$ cat src/rtl/cla_seq_adder_ctrl.sv
// Sequential WIDTH-bit add/subtract controller.
// One shared 4-bit carry-lookahead slice processes one nibble per cycle, LSB nibble first.
module cla_seq_adder_ctrl #(
    parameter int unsigned WIDTH = 16
) (
    input  logic             clk,
    input  logic             rst_n,
    input  logic             start_valid,
    output logic             start_ready,
    input  logic [WIDTH-1:0] op_a,
    input  logic [WIDTH-1:0] op_b,
    input  logic             sub,
    output logic             res_valid,
    input  logic             res_ready,
    output logic [WIDTH-1:0] result,
    output logic             carry_out,
    output logic             overflow,
    output logic             busy
);

    localparam int unsigned NSLICE = WIDTH / 4;
    localparam int unsigned CNT_W  = (NSLICE > 1) ? $clog2(NSLICE) : 1;

    typedef enum logic [1:0] {
        IDLE = 2'd0,
        RUN  = 2'd1,
        DONE = 2'd2
    } state_t;

    state_t             state_q, state_d;
    logic [CNT_W-1:0]   cnt_q, cnt_d;
    logic               carry_q, carry_d;
    logic [WIDTH-1:0]   a_q, a_d;
    logic [WIDTH-1:0]   b_q, b_d;
    logic [WIDTH-1:0]   res_q, res_d;
    logic               a_msb_q, a_msb_d;
    logic               b_msb_q, b_msb_d;
    logic               ovf_q, ovf_d;
    logic               res_valid_q, res_valid_d;
    logic               start_ready_q, start_ready_d;
    logic               busy_q, busy_d;

    logic [3:0]         g, p, c;
    logic               slice_cout;
    logic [3:0]         slice_sum;
    logic [WIDTH-1:0]   b_eff;

    // 4-bit carry-lookahead slice on the low nibbles of the operand shift registers
    always_comb begin
        g    = a_q[3:0] & b_q[3:0];
        p    = a_q[3:0] ^ b_q[3:0];
        c[0] = carry_q;
        c[1] = g[0] | (p[0] & carry_q);
        c[2] = g[1] | (p[1] & g[0]) | (p[1] & p[0] & carry_q);
        c[3] = g[2] | (p[2] & g[1]) | (p[2] & p[1] & g[0])
             | (p[2] & p[1] & p[0] & carry_q);
        slice_cout = g[3] | (p[3] & g[2]) | (p[3] & p[2] & g[1])
                   | (p[3] & p[2] & p[1] & g[0])
                   | (p[3] & p[2] & p[1] & p[0] & carry_q);
        slice_sum  = p ^ c;
    end

    assign b_eff = sub ? ~op_b : op_b;

    // Next-state and datapath control
    always_comb begin
        state_d = state_q;
        cnt_d   = cnt_q;
        carry_d = carry_q;
        a_d     = a_q;
        b_d     = b_q;
        res_d   = res_q;
        a_msb_d = a_msb_q;
        b_msb_d = b_msb_q;
        ovf_d   = ovf_q;

        case (state_q)
            IDLE: begin
                if (start_valid) begin
                    a_d     = op_a;
                    b_d     = b_eff;
                    carry_d = sub;
                    cnt_d   = '0;
                    a_msb_d = op_a[WIDTH-1];
                    b_msb_d = b_eff[WIDTH-1];
                    state_d = RUN;
                end
            end
            RUN: begin
                a_d     = {4'b0000, a_q[WIDTH-1:4]};
                b_d     = {4'b0000, b_q[WIDTH-1:4]};
                res_d   = {slice_sum, res_q[WIDTH-1:4]};
                carry_d = slice_cout;
                cnt_d   = cnt_q + CNT_W'(1);
                if (cnt_q == CNT_W'(NSLICE - 1)) begin
                    // The last slice sum becomes the result MSB nibble
                    ovf_d   = (a_msb_q == b_msb_q) && (slice_sum[3] != a_msb_q);
                    state_d = DONE;
                end
            end
            DONE: begin
                if (res_ready) begin
                    state_d = IDLE;
                end
            end
            default: begin
                state_d = IDLE;
            end
        endcase

        res_valid_d   = (state_d == DONE);
        start_ready_d = (state_d == IDLE);
        busy_d        = (state_d != IDLE);
    end

    always_ff @(posedge clk) begin
        if (!rst_n) begin
            state_q       <= IDLE;
            cnt_q         <= '0;
            carry_q       <= 1'b0;
            a_q           <= '0;
            b_q           <= '0;
            res_q         <= '0;
            a_msb_q       <= 1'b0;
            b_msb_q       <= 1'b0;
            ovf_q         <= 1'b0;
            res_valid_q   <= 1'b0;
            start_ready_q <= 1'b1;
            busy_q        <= 1'b0;
        end else begin
            state_q       <= state_d;
            cnt_q         <= cnt_d;
            carry_q       <= carry_d;
            a_q           <= a_d;
            b_q           <= b_d;
            res_q         <= res_d;
            a_msb_q       <= a_msb_d;
            b_msb_q       <= b_msb_d;
            ovf_q         <= ovf_d;
            res_valid_q   <= res_valid_d;
            start_ready_q <= start_ready_d;
            busy_q        <= busy_d;
        end
    end

    assign result      = res_q;
    assign carry_out   = carry_q;
    assign overflow    = ovf_q;
    assign res_valid   = res_valid_q;
    assign start_ready = start_ready_q;
    assign busy        = busy_q;

endmodule
$ cat config.mk
export PLATFORM = sky130hd
export DESIGN_NAME = cla_seq_adder_ctrl
export DESIGN_NICKNAME = d
export VERILOG_FILES = /design/src/rtl/cla_seq_adder_ctrl.sv
export SDC_FILE = /design/constraint.sdc
export NUM_CORES = 1
export LEC_CHECK = 0
export CORE_MARGIN = 10
export CORE_UTILIZATION = 56
export CTS_BUF_LIST = sky130_fd_sc_hd__clkbuf_2 sky130_fd_sc_hd__clkbuf_4 sky130_fd_sc_hd__clkbuf_8
export DETAILED_ROUTE_END_ITERATION = 7
export PLACE_DENSITY_LB_ADDON = 0.08
export SKIP_CTS_REPAIR_TIMING = 1
export SYNTH_ARGS = -nofsm -noshare
export SYNTH_HDL_FRONTEND = slang
export SYNTH_SLANG_ARGS = --single-unit
$ cat constraint.sdc
create_clock -name clk -period 4 [get_ports clk]
set_input_delay 1 -clock clk [delete_from_list [all_inputs] [get_ports clk]]
set_output_delay 1 -clock clk [all_outputs]
set_load 0.1 [all_outputs]
==> results.toml <==
[worst_setup_path]
cp_num_buf_inv = 1
r2r_slack_ps = 1790
r2r_start = "state_q[0]"
r2r_end = "result[14]"
cp-startpoint = "carry_out"
critPathKind = "flip-flop to output pin"
required_ps = 3000
path_max_fanout = 5
crit_chain = "clkdlybuf4s50_1"
critPathCapture = "carry_out"
cp.arrival_ps = 1920
worstRegToRegCells = 3
start_kind = "flip-flop"
max_stage_delay_ps = 1180
slowest_stage = "clkdlybuf4s50_1"
path_depth = 1
endpoint_kind = "output pin"
path_delay_family = "buffers and inverters"

[power]
leakagePower_uw = 0.00134
ir_worst_vdd_uv = 220
power.density_nw_per_um2 = 434

[floorplan]
io_pins = 58
die_w_um = 88.9
fp.dieH_um = 88.9
core-area_um2 = 4470
die_area_um2 = 7900
start_util_pct = 59.4
num_rows = 24

[clocking]
clock_latency_ps = 330
clk_path_buf_depth = 2
cts_root_buffer = "clkbuf_8"
clk_pin_slew_ps = 70
cts_tree = "done"
cts_max_level = 3
clock-sinks = 59
cts_buffers = 9

[timing]
clock.fmax_ghz = 0.342
fin_skew_ps = 7.46
min_period_over_period_pct = 73.0
period_minus_slack_ps = 2920
finalSetupViolCount = 0
drv_slew = 0
hold_viol_final = 0
tns_ps = 0
rsz0062_at_grt = "no"
maxSlewHeadroom_pct = 34.2
whs_ps = 463
worstMarginPinSlew_ps = 984

[global_routing]
antenna_found_initial = 0
grt.overflow.total = 0
grt_pass1_vias = 2111
grt_max_degree = 35
grt_usage_pct = 15.7
grt_pass1_wl_um = 9820

[placement]
gp_congestion = 0.793
hpwl_um = 4050
io_buffers = 57

[routing]
final_antenna_net_count = 0
drc = 0
wirelength_um = 5960
firstDrtPassIters = 5
first_iter_violations = 138
vias = 2177
routed_via_density = 5.53
wire_per_inst_um = 15.1

[logic_synthesis]
synth_nets = 330
synth_top_area_share_pct = 44.5
synth_commonest_cells = "dfxtp_1 (59), nand2_1 (35), nor2b_1 (32), clkbuf_1 (19)"
synth.distinct_cells = 36
synth_edf_count = 0
ys_top_cells_by_area = "dfxtp_1 (44%), nor2b_1 (7.5%), xor2_1 (5.3%)"
synth_seq_area_share_pct = 44.5
yosysMostFrequentCell = "dfxtp_1"
synth-main-ff-cell = "dfxtp_1"
syn_inst = 287
syn-cell-area_um2 = 2660
ys.warnings.count = 0
async_reset_ff_share_pct = 0
synth_top_cell_by_area = "dfxtp_1"
synth_seq_cells = 59
syn_area_per_cell_um2 = 9.26

[final_layout]
fin_nets = 380
area_growth_pct = 30.8
n_antenna_cell = 0
drive_gt1_share_pct = 11.1
fillers = 343

[hold_path]
hold_path_depth = 2
hp-class = "flip-flop to flip-flop"

[flow_run]
drv_cap = 0

[run_status]
status = "completed"
[power by group]
part / internal (uW) / leakage, uW / switching, uW / total [uW]
Clock: 381 / 0.000119 / 224 / 606
Combinational: 113 / 0.000740 / 143 / 256
Sequential: 622 / 0.000484 / 26.1 / 648
[layer usage]
metal  part of all wire, %  vias up  global-route usage [%]
met5                     0        -                       0
met1                    44     1015                    19.9
met3                   5.6        4                    4.32
li1                      -     1110                       -
met4                  0.67        0                    7.05
met2                    49       48                    24.2
[logic make-up after synthesis]
kind of cell	share of synthesized area (%)
buffers and inverters	4.05
DFF	44.5
and+or+nand+nor	18.6
xor gates and xnor gates	5.61
adders and majority gates	3.11
AOI/OAI and AO/OA	24.2
[flip-flops by register name, indices dropped and copies added, names as in the netlist]
name and count:
a_q 16, b_q 16, result 16, cnt_q 2, state_q 2, a_msb_q 1
b_msb_q 1, busy 1, carry_out 1, overflow 1, res_valid 1, start_ready 1
[final cells by class]
class,count,area (um^2),share of cell area [%]
Inverter,3,11.3,0.324
Clock inverter,5,75.1,2.16
Timing Repair Buffer,63,616,17.7
Multi-Input combinational cell,201,1380,39.6
Clock buffer,11,151,4.36
Tap cell,52,65.1,1.87
Sequential cell,59,1180,34.0
[layout by cell type (no fill, tap or decap), types with 2 or more instances in the layout]
| cell | synthesis | routed |
|---|---|---|
| nand2_1 | 35 | 35 |
| a21oi_1 | 13 | 13 |
| nor2_1 | 16 | 16 |
| a21boi_1 | 5 | 5 |
| a211oi_1 | 2 | 2 |
| clkbuf_8 | 0 | 11 |
| bufinv_16 | 0 | 2 |
| and2_1 | 3 | 3 |
| o21ai_0 | 3 | 3 |
| buf_4 | 0 | 6 |
| a21boi_0 | 14 | 14 |
| clkinv_2 | 0 | 3 |
| a211o_1 | 2 | 2 |
| inv_1 | 3 | 3 |
| clkdlybuf4s50_1 | 0 | 57 |
| ha_1 | 5 | 5 |
| dfxtp_1 | 59 | 59 |
| nand2b_1 | 4 | 4 |
| a222oi_1 | 12 | 12 |
| o221a_2 | 12 | 12 |
| nor2b_1 | 32 | 31 |
| a22oi_1 | 7 | 7 |
| o21a_1 | 4 | 4 |
| xor2_1 | 16 | 16 |
[worst min path at each step]
| stage | startpoint | end | slack [ps] |
|---|---|---|---|
| after detailed placement | a_q[15] | a_q[15] | 460 |
| after global routing | result[3] | result[3] | 490 |
| after global placement | result[0] | result[0] | 450 |
| final | result[8] | result[4] | 460 |
| after CTS | a_q[15] | a_q[15] | 470 |
| after floorplan | b_q[15] | b_q[15] | 440 |
[stage by stage]
| step | setup slack [ps] | cells | total power, uW | area [um^2] | utilization, % |
|---|---|---|---|---|---|
| after floorplan | 1980 | 287 | 832 | 2660 | - |
| after global placement | 921 | 378 | 910 | 3250 | 72.6 |
| after detailed placement | 884 | 378 | 915 | 3250 | 72.6 |
| after CTS | 1070 | 394 | 1520 | 3470 | 77.7 |
| after global routing | 982 | 394 | 1570 | 3470 | 77.7 |
| final | 1080 | 394 | 1510 | 3470 | 77.7 |
(Power assumes the default switching activity.)
